===== src/rtl/frog_key_pulser.sv =====
// Four-button conditioner: sync, debounce and one-cycle move pulses with fixed-priority serialization.
// Optional auto-repeat while a key is held is enabled by defining FROG_KEY_REPEAT_EN.
module frog_key_pulser #(
  parameter int DB_CYCLES     = 16,
  parameter int REPEAT_DELAY  = 5000,
  parameter int REPEAT_PERIOD = 2000
) (
  input  logic       clk,
  input  logic       reset,
  input  logic [3:0] key_n,
  output logic       up,
  output logic       down,
  output logic       left,
  output logic       right,
  output logic [3:0] held
);

  typedef enum logic [1:0] {
    IDLE,
    PRESS_WAIT,
    HELD,
    RELEASE_WAIT
  } key_state_t;

  localparam logic [15:0] DB_LAST = 16'(DB_CYCLES);

  if (DB_CYCLES < 2 || DB_CYCLES > 65535 || REPEAT_DELAY < 1 || REPEAT_PERIOD < 1) begin : g_param_check
    $error("frog_key_pulser: illegal parameter value");
  end

  logic [3:0]  sync1_q, sync2_q;
  logic [3:0]  pressed;
  key_state_t  state_q [4];
  key_state_t  state_d [4];
  logic [15:0] cnt_q [4];
  logic [15:0] cnt_d [4];
  logic [3:0]  set_pend;
  logic [3:0]  pend_q, pend_d;
  logic [3:0]  grant;
  logic [3:0]  held_q, held_d;
  logic [3:0]  move_q, move_d;

`ifdef FROG_KEY_REPEAT_EN
  localparam logic [31:0] REP_DELAY  = 32'(REPEAT_DELAY);
  localparam logic [31:0] REP_PERIOD = 32'(REPEAT_PERIOD);

  logic [31:0] rep_q [4];
  logic [31:0] rep_d [4];
  logic [3:0]  rep_armed_q, rep_armed_d;
`endif

  assign pressed = ~sync2_q;

  always_comb begin
    for (int i = 0; i < 4; i++) begin
      state_d[i]  = state_q[i];
      cnt_d[i]    = cnt_q[i];
      set_pend[i] = 1'b0;
`ifdef FROG_KEY_REPEAT_EN
      rep_d[i]       = '0;
      rep_armed_d[i] = 1'b0;
`endif
      case (state_q[i])
        IDLE: begin
          if (pressed[i]) begin
            state_d[i] = PRESS_WAIT;
            cnt_d[i]   = 16'd1;
          end
        end
        PRESS_WAIT: begin
          if (!pressed[i]) begin
            state_d[i] = IDLE;
            cnt_d[i]   = '0;
          end else if (cnt_q[i] == DB_LAST) begin
            state_d[i]  = HELD;
            cnt_d[i]    = '0;
            set_pend[i] = 1'b1;
          end else begin
            cnt_d[i] = cnt_q[i] + 16'd1;
          end
        end
        HELD: begin
          if (!pressed[i]) begin
            state_d[i] = RELEASE_WAIT;
            cnt_d[i]   = 16'd1;
          end else begin
`ifdef FROG_KEY_REPEAT_EN
            // First repeat waits REPEAT_DELAY, later ones REPEAT_PERIOD.
            if (rep_q[i] + 32'd1 == (rep_armed_q[i] ? REP_PERIOD : REP_DELAY)) begin
              set_pend[i]    = 1'b1;
              rep_d[i]       = '0;
              rep_armed_d[i] = 1'b1;
            end else begin
              rep_d[i]       = rep_q[i] + 32'd1;
              rep_armed_d[i] = rep_armed_q[i];
            end
`endif
          end
        end
        RELEASE_WAIT: begin
          if (pressed[i]) begin
            state_d[i] = HELD;
            cnt_d[i]   = '0;
          end else if (cnt_q[i] == DB_LAST) begin
            state_d[i] = IDLE;
            cnt_d[i]   = '0;
          end else begin
            cnt_d[i] = cnt_q[i] + 16'd1;
          end
        end
        default: begin
          state_d[i] = IDLE;
          cnt_d[i]   = '0;
        end
      endcase
    end
  end

  // Lowest set pending bit wins; a fresh set on the same cycle keeps the bit pending.
  always_comb begin
    grant  = pend_q & (~pend_q + 4'd1);
    pend_d = (pend_q & ~grant) | set_pend;
    move_d = grant;
    held_d = '0;
    for (int i = 0; i < 4; i++) begin
      held_d[i] = (state_d[i] == HELD) || (state_d[i] == RELEASE_WAIT);
    end
  end

  always_ff @(posedge clk or posedge reset) begin
    if (reset) begin
      sync1_q <= '1;
      sync2_q <= '1;
      pend_q  <= '0;
      held_q  <= '0;
      move_q  <= '0;
      for (int i = 0; i < 4; i++) begin
        state_q[i] <= IDLE;
        cnt_q[i]   <= '0;
      end
    end else begin
      sync1_q <= key_n;
      sync2_q <= sync1_q;
      pend_q  <= pend_d;
      held_q  <= held_d;
      move_q  <= move_d;
      for (int i = 0; i < 4; i++) begin
        state_q[i] <= state_d[i];
        cnt_q[i]   <= cnt_d[i];
      end
    end
  end

`ifdef FROG_KEY_REPEAT_EN
  always_ff @(posedge clk or posedge reset) begin
    if (reset) begin
      rep_armed_q <= '0;
      for (int i = 0; i < 4; i++) begin
        rep_q[i] <= '0;
      end
    end else begin
      rep_armed_q <= rep_armed_d;
      for (int i = 0; i < 4; i++) begin
        rep_q[i] <= rep_d[i];
      end
    end
  end
`endif

  assign up    = move_q[0];
  assign down  = move_q[1];
  assign left  = move_q[2];
  assign right = move_q[3];
  assign held  = held_q;

endmodule


===== config.mk =====
export PLATFORM = sky130hd
export DESIGN_NAME = frog_key_pulser
export DESIGN_NICKNAME = d
export VERILOG_FILES = /design/src/rtl/frog_key_pulser.sv
export SDC_FILE = /design/constraint.sdc
export NUM_CORES = 1
export LEC_CHECK = 0
export BUFFER_PORTS_ARGS = -buffer_cell sky130_fd_sc_hd__buf_2
export CORE_MARGIN = 2
export CORE_UTILIZATION = 55
export DETAILED_ROUTE_END_ITERATION = 10
export GPL_TIMING_DRIVEN = 0
export PLACE_DENSITY = 0.72
export SLEW_MARGIN = 30
export SYNTH_ARGS = -nofsm -noshare
export SYNTH_HDL_FRONTEND = slang
export SYNTH_SLANG_ARGS = --single-unit

===== constraint.sdc =====
create_clock -name clk -period 6.3 [get_ports clk]
set_input_delay 0.945 -clock clk [delete_from_list [all_inputs] [get_ports clk]]
set_output_delay 0.945 -clock clk [all_outputs]
set_load 0.05 [all_outputs]

== Word level (Yosys, flattened, before mapping) ==
Cells that the tools add are included.
Widths: inputs -> output; s select.

* Add/sub/neg operators: 5
* Equality and inequality tests: 32
* Muxes and demuxes: 64
* Bitwise gates (word level): 6
* Reductions and logical operators: 12

{| class="wikitable"
|+ Operators with widths
! kind !! number
|-
| $mux 16 || 20
|-
| $pmux 16 s4 || 4
|-
| $add 16x1->16 const B || 4
|-
| $eq 16x5->1 const B || 4
|-
| $mux 2 || 24
|-
| $eq 2x2->1 const B || 16
|-
| $pmux 2 s4 || 4
|-
| $ne 2x2->1 const B || 8
|-
| $mux 1 || 12
|-
| $not 4->4 || 3
|-
| $and 4x4->4 || 2
|-
| $eq 2x1->1 const B || 4
|-
| $logic_not 2->1 || 4
|-
| $reduce_and 2->1 || 4
|-
| $add 4x1->4 const B || 1
|-
| $logic_or 1x1->1 || 4
|-
| $or 4x4->4 || 1
|}

* Register bits after elaboration: 92
* Input bits: 6
* Output and inout port bits: 8
* Logic and storage cells: 132

== Depth between registers and ports, before layout ==
* Depth after elaboration: 6
* Mapped depth: 7
* Gate-level depth less buffers: 6

== Worst setup path before layout ==
OpenSTA, ideal clock, no wires.

* Path kind: register to register
* Start point: reg cnt_q[32] (netlist name)
* End point: reg held_q[1], in the netlist held[1]
* Setup time: 132 ps
* Data arrival time: 1633 ps
* Data required time: 6168 ps
* Setup slack: 4534 ps
* Stages on the path, launching flop included: 8
* Buffers on the path: 1
* Period minus slack after synthesis: 1766 ps
* Cell sequence: dfrtp_1 > inv_1 > ha_1 > nor4b_1 > nand4_1 > buf_2 > o21ai_0 > o21ai_0

* Cells in the longest elaborated chain, start to end: 6
* Elaborated cells between the ends (all ways): 9
* Classes of those cells: eq/ne (3); mux (5); reduce/logical (1)

{| class="wikitable"
|+ Ends and longest elaborated chain
! item !! RTL line !! text
|-
| start: declaration || 35 || <nowiki>logic [15:0] cnt_q [4];</nowiki>
|-
| start signal: indexed assignment || 149 || <nowiki>cnt_q[i] <= cnt_d[i];</nowiki>
|-
| $eq 16x5->1 (*) || 74, 104 ||
|-
| $mux 2, on equally long branches || 104, 74 ||
|-
| $mux 2, on equally long branches || 101, 71 ||
|-
| $pmux 2 s4 (*) || 63 || <nowiki>case (state_q[i])</nowiki>
|-
| $eq 2x2->1 || 126 || <nowiki>held_d[i] = (state_d[i] == HELD) || (state_d[i] == RELEASE_WAIT);</nowiki>
|-
| $logic_or 1x1->1 (*) || 126 ||
|-
| via held_d[1] || 40 || <nowiki>logic [3:0] held_q, held_d;</nowiki>
|-
| end signal: assignment || 145 || <nowiki>held_q <= held_d;</nowiki>
|-
| end: declaration || 40 ||
|}

The timed path passes the listed nets; every way through them passes the cells marked *.
A chain may end at the register's enable or synchronous reset.

== Final worst setup path ==
Same ends and word-level chain as after synthesis.

==> flow_summary.html <==
<table>
<tr><th>Metric</th><th>Value</th></tr>
<tr><th colspan="2">Worst setup path</th></tr>
<tr><td>Maximum fanout encountered on the critical timing path</td><td>10</td></tr>
<tr><td>Setup crit end kind</td><td>flop</td></tr>
<tr><td>Critical Path AT</td><td>2.40 ns</td></tr>
<tr><td>CP Launch Type</td><td>flop</td></tr>
<tr><td>Required time of the worst setup path</td><td>6.53 ns</td></tr>
<tr><td>Worst setup path class</td><td>reg2reg</td></tr>
<tr><th colspan="2">Power and ir drop</th></tr>
<tr><td>Portion of total power attributed to combinational logic</td><td>0.080</td></tr>
<tr><td>Static leakage</td><td>2.135 nW</td></tr>
<tr><td>Sw power</td><td>0.0003019 W</td></tr>
<tr><td>Post-layout total power</td><td>0.001168 W</td></tr>
<tr><td>Clock power share</td><td>0.387</td></tr>
<tr><td>Cell area power density</td><td>227.4 nW/um^2</td></tr>
<tr><td>Worst VDD drop</td><td>161.8 uV</td></tr>
<tr><td>Flop pwr share</td><td>0.533</td></tr>
<tr><td>Net Sw Frac</td><td>0.2585</td></tr>
<tr><td>Int Power</td><td>0.0008660 W</td></tr>
<tr><th colspan="2">Timing</th></tr>
<tr><td>Final clock skew</td><td>0.009636 ns</td></tr>
<tr><td>Max-slew violation total from the final report</td><td>0</td></tr>
<tr><td>Final period util</td><td>0.3443</td></tr>
<tr><td>Final critical path time including I/O delays and setup</td><td>2.169 ns</td></tr>
<tr><td>Setup TNS</td><td>0 ns</td></tr>
<tr><td>Worst setup slack after layout</td><td>4.131 ns</td></tr>
<tr><td>RSZ-0062 raised after global routing</td><td>no</td></tr>
<tr><td>Headroom to the max-slew limit</td><td>0.5622</td></tr>
<tr><td>Endpoints failing hold</td><td>0</td></tr>
<tr><td>Actual slew at the worst max-slew pin</td><td>0.6539 ns</td></tr>
<tr><td>Maximum clock frequency</td><td>461.1 MHz</td></tr>
<tr><td>Number of setup violations in the final report</td><td>0</td></tr>
<tr><th colspan="2">Clock network</th></tr>
<tr><td>Number of buffers created by CTS</td><td>9</td></tr>
<tr><td>Number of instances resized during post-cts repair</td><td>0</td></tr>
<tr><td>Buffer depth of the longest clock path</td><td>2</td></tr>
<tr><td>TritonCTS clock tree</td><td>done</td></tr>
<tr><td>Clock sinks</td><td>91</td></tr>
<tr><td>CTS clock-pin slew for the worst setup and hold paths</td><td>0.09 ns</td></tr>
<tr><td>CTS Root Buffer Type</td><td>sky130_fd_sc_hd__clkbuf_8</td></tr>
<tr><td>Clock Latency Late Sink</td><td>0.37 ns</td></tr>
<tr><td>Count of H-tree levels built during CTS</td><td>3</td></tr>
<tr><td>Post-CTS setup buffer count</td><td>0</td></tr>
<tr><td>Post-CTS Hold Fix Bufs</td><td>0</td></tr>
<tr><th colspan="2">Routing</th></tr>
<tr><td>First-pass detailed-route iteration total</td><td>5</td></tr>
<tr><td>Number of remaining DRC errors</td><td>0</td></tr>
<tr><td>Average via count per standard cell</td><td>6.235</td></tr>
<tr><td>WL per Instance</td><td>15.97 um</td></tr>
<tr><td>Initial drt markers</td><td>198</td></tr>
<tr><td>Remaining number of nets flagged by the antenna check after routing</td><td>0</td></tr>
<tr><td>Overall routed net length</td><td>9.707 mm</td></tr>
<tr><td>Number of vias in the routed layout</td><td>3791</td></tr>
<tr><th colspan="2">Floorplan</th></tr>
<tr><td>Effective utilization at floorplan</td><td>0.5700</td></tr>
<tr><td>Die width</td><td>96.28 um</td></tr>
<tr><td>Total die area</td><td>9269 sq um</td></tr>
<tr><td>Number of top-level pins</td><td>14</td></tr>
<tr><td>Area of the core</td><td>8217 sq um</td></tr>
<tr><td>Chip Height</td><td>96.28 um</td></tr>
<tr><td>Number of standard-cell rows in the floorplan</td><td>33</td></tr>
<tr><th colspan="2">Synthesis</th></tr>
<tr><td>Synth async-reset ratio</td><td>1.000</td></tr>
<tr><td>Number of synthesized flops with an enable pin</td><td>0</td></tr>
<tr><td>Cells after Synth</td><td>473</td></tr>
<tr><td>Count of synthesis-stage warnings from yosys</td><td>0</td></tr>
<tr><td>Netlist area before placement</td><td>4683 sq um</td></tr>
<tr><td>Post-Syn Nets</td><td>487</td></tr>
<tr><td>Cell variety after synth</td><td>60</td></tr>
<tr><td>Most used flip-flop cell after synthesis</td><td>sky130_fd_sc_hd__dfrtp_1</td></tr>
<tr><td>Seq/Total Area, Yosys</td><td>0.4884</td></tr>
<tr><td>Post-synthesis sequential element count</td><td>91</td></tr>
<tr><td>Average size of a mapped cell</td><td>9.901 sq um</td></tr>
<tr><th colspan="2">Final layout</th></tr>
<tr><td>Share of post-route cells with drive strength above 1</td><td>0.1312</td></tr>
<tr><td>Final nets</td><td>512</td></tr>
<tr><td>Antenna diode count</td><td>0</td></tr>
<tr><td>Layout overhead on the synthesized area</td><td>9.645%</td></tr>
<tr><td>Final core utilization</td><td>0.6249</td></tr>
<tr><td>Fill cells</td><td>667</td></tr>
<tr><th colspan="2">Place</th></tr>
<tr><td>Half-perimeter wire length after placement</td><td>6.586 mm</td></tr>
<tr><td>Weighted congestion at the end of routability-driven global placement</td><td>0.8519</td></tr>
<tr><td>Count of buffers inserted at the top-level ports</td><td>13</td></tr>
<tr><td>Worst slack, placed</td><td>4.178 ns</td></tr>
<tr><th colspan="2">Global routing</th></tr>
<tr><td>Vias in the first global route</td><td>3605</td></tr>
<tr><td>Maximum number of pins on one net before global-route repair</td><td>48</td></tr>
<tr><td>First-pass GRT wire length</td><td>16.63 mm</td></tr>
<tr><td>Total global routing track utilization</td><td>0.2296</td></tr>
<tr><td>Antenna violations before repair</td><td>0</td></tr>
<tr><td>Aggregate global routing overflow</td><td>0</td></tr>
<tr><th colspan="2">Run status</th></tr>
<tr><td>Status</td><td>finished, final reports clean</td></tr>
<tr><th colspan="2">Job</th></tr>
<tr><td>Maximum Capacitance Violations</td><td>0</td></tr>
<tr><th colspan="2">Hold path</th></tr>
<tr><td>Hold Crit Class</td><td>reg2reg</td></tr>
</table>
[per-layer routing]
metal  part of all wire  up-vias  GRT usage
met5                  0        -          0
met4              0.019        0     0.1036
met3              0.051       18    0.04229
met2               0.46      102     0.3490
met1               0.47     1819     0.3204
li1                   -     1852          -
[synthesized netlist by cell type (2+ instances only)]
master / number / share of area
sky130_fd_sc_hd__a21oi_1: 22 / 0.024
sky130_fd_sc_hd__a22o_1: 11 / 0.021
sky130_fd_sc_hd__a31o_2: 5 / 0.0094
sky130_fd_sc_hd__a31oi_1: 24 / 0.032
sky130_fd_sc_hd__and2_1: 11 / 0.015
sky130_fd_sc_hd__and3_1: 7 / 0.0094
sky130_fd_sc_hd__and4_1: 9 / 0.017
sky130_fd_sc_hd__buf_2: 4 / 0.0043
sky130_fd_sc_hd__buf_4: 2 / 0.0032
sky130_fd_sc_hd__clkbuf_1: 10 / 0.0080
sky130_fd_sc_hd__clkbuf_2: 2 / 0.0021
sky130_fd_sc_hd__dfrtp_1: 83 / 0.44
sky130_fd_sc_hd__dfstp_2: 8 / 0.045
sky130_fd_sc_hd__ha_1: 8 / 0.021
sky130_fd_sc_hd__inv_1: 22 / 0.018
sky130_fd_sc_hd__mux2i_1: 5 / 0.011
sky130_fd_sc_hd__nand2_1: 32 / 0.026
sky130_fd_sc_hd__nand3_1: 22 / 0.024
sky130_fd_sc_hd__nand4_1: 14 / 0.019
sky130_fd_sc_hd__nor2_1: 21 / 0.017
sky130_fd_sc_hd__nor2b_1: 2 / 0.0027
sky130_fd_sc_hd__nor3_1: 10 / 0.011
sky130_fd_sc_hd__nor3b_1: 6 / 0.0096
sky130_fd_sc_hd__nor4_1: 10 / 0.013
sky130_fd_sc_hd__nor4b_1: 6 / 0.011
sky130_fd_sc_hd__o2111ai_1: 2 / 0.0037
sky130_fd_sc_hd__o211ai_1: 3 / 0.0048
sky130_fd_sc_hd__o21a_1: 3 / 0.0048
sky130_fd_sc_hd__o21ai_0: 25 / 0.027
sky130_fd_sc_hd__o22a_1: 2 / 0.0037
sky130_fd_sc_hd__o31ai_1: 14 / 0.022
sky130_fd_sc_hd__or2_2: 3 / 0.0040
sky130_fd_sc_hd__or3_1: 15 / 0.020
sky130_fd_sc_hd__or4_1: 13 / 0.021
sky130_fd_sc_hd__xnor2_1: 9 / 0.017
sky130_fd_sc_hd__xnor2_2: 2 / 0.0069
sky130_fd_sc_hd__xor2_1: 3 / 0.0056
[worst max-delay path: stages, from the launching register on]
cell and delay (ns):
sky130_fd_sc_hd__dfrtp_1 0.43, sky130_fd_sc_hd__inv_1 0.11, sky130_fd_sc_hd__ha_1 0.16, sky130_fd_sc_hd__nor4b_1 0.28, sky130_fd_sc_hd__nand4_1 0.39, sky130_fd_sc_hd__buf_2 0.33
sky130_fd_sc_hd__o21ai_0 0.19, sky130_fd_sc_hd__o21ai_0 0.14
[cell families (layout without fill, tap and decap cells)]
logic type / count (synthesis) / count (layout) / synth area share
xor+xnor: 14 / 14 / 0.02939
buf+inv: 40 / 70 / 0.03527
flops: 91 / 91 / 0.4884
compound gates: 124 / 124 / 0.1769
simple gates: 191 / 191 / 0.2380
fa+ha+maj: 8 / 8 / 0.02137
mux: 5 / 5 / 0.01069
[path summary, 6_finish.rpt]
kind	start	end	slack, ns	cells past startpoint
max	cnt_q[32]$_DFFE_PP0P_	held[1]$_DFF_PP0_	4.13	7
min	sync1_q[0]$_DFF_PP1_	sync2_q[0]$_DFF_PP1_	0.36	0
max reg2reg	cnt_q[32]$_DFFE_PP0P_	held[1]$_DFF_PP0_	4.13	7
min reg2reg	sync1_q[0]$_DFF_PP1_	sync2_q[0]$_DFF_PP1_	0.36	0
max in group asynchronous	reset	sync2_q[3]$_DFF_PP1_	5.10	3
min in group asynchronous	reset	cnt_q[60]$_DFFE_PP0P_	0.59	2
[placed cells by master (no fill, tap or decap), types with 3 or more instances in the layout]
master	n
sky130_fd_sc_hd__a21oi_1	22
sky130_fd_sc_hd__a22o_1	11
sky130_fd_sc_hd__a31o_2	5
sky130_fd_sc_hd__a31oi_1	24
sky130_fd_sc_hd__and2_1	11
sky130_fd_sc_hd__and3_1	7
sky130_fd_sc_hd__and4_1	9
sky130_fd_sc_hd__buf_2	17
sky130_fd_sc_hd__clkbuf_1	10
sky130_fd_sc_hd__clkbuf_8	9
sky130_fd_sc_hd__dfrtp_1	83
sky130_fd_sc_hd__dfstp_2	8
sky130_fd_sc_hd__ha_1	8
sky130_fd_sc_hd__inv_1	21
sky130_fd_sc_hd__inv_6	4
sky130_fd_sc_hd__mux2i_1	5
sky130_fd_sc_hd__nand2_1	32
sky130_fd_sc_hd__nand3_1	22
sky130_fd_sc_hd__nand4_1	14
sky130_fd_sc_hd__nor2_1	21
sky130_fd_sc_hd__nor3_1	10
sky130_fd_sc_hd__nor3b_1	6
sky130_fd_sc_hd__nor4_1	10
sky130_fd_sc_hd__nor4b_1	6
sky130_fd_sc_hd__o211ai_1	3
sky130_fd_sc_hd__o21a_1	3
sky130_fd_sc_hd__o21ai_0	25
sky130_fd_sc_hd__o31ai_1	14
sky130_fd_sc_hd__or2_2	3
sky130_fd_sc_hd__or3_1	15
sky130_fd_sc_hd__or4_1	13
sky130_fd_sc_hd__xnor2_1	9
sky130_fd_sc_hd__xor2_1	3
[power by group through the flow]
stage,logic (W),registers (W),clock network (W)
global placement,0.0000881,0.000633,0
detailed placement,0.0000939,0.000634,0
floorplan,0.0000707,0.000630,0
global route,0.000109,0.000627,0.000482
finish,0.0000931,0.000623,0.000452
CTS,0.0000944,0.000622,0.000459
[registers in the layout, summed over array words and instances (netlist names)]
signal   flops
cnt_q       64
state_q      7
held         4
move_q       4
pend_q       4
sync1_q      4
sync2_q      4
[metrics by stage]
stage / hold WS [ns] / area, sq um / cells
6_report: 0.3591 / 5135 / 608
4_1_cts: 0.3593 / 5135 / 608
3_3_place_gp: 0.3457 / 4880 / 591
3_5_place_dp: 0.3472 / 4912 / 592
5_1_grt: 0.3630 / 5135 / 608
2_1_floorplan: 0.3452 / 4683 / 473
[layout make-up]
| type | instances | area, sq um | share of cell area |
|---|---|---|---|
| Buffer | 18 | 82.58 | 0.01608 |
| Clock buffer | 9 | 123.9 | 0.02412 |
| Clock inverter | 7 | 98.84 | 0.01925 |
| Inverter | 22 | 87.58 | 0.01706 |
| Multi-Input combinational cell | 342 | 2231 | 0.4345 |
| Sequential cell | 91 | 2287 | 0.4454 |
| Tap cell | 105 | 131.4 | 0.02558 |
| Timing Repair Buffer | 14 | 92.59 | 0.01803 |
(Power assumes the default switching activity.)
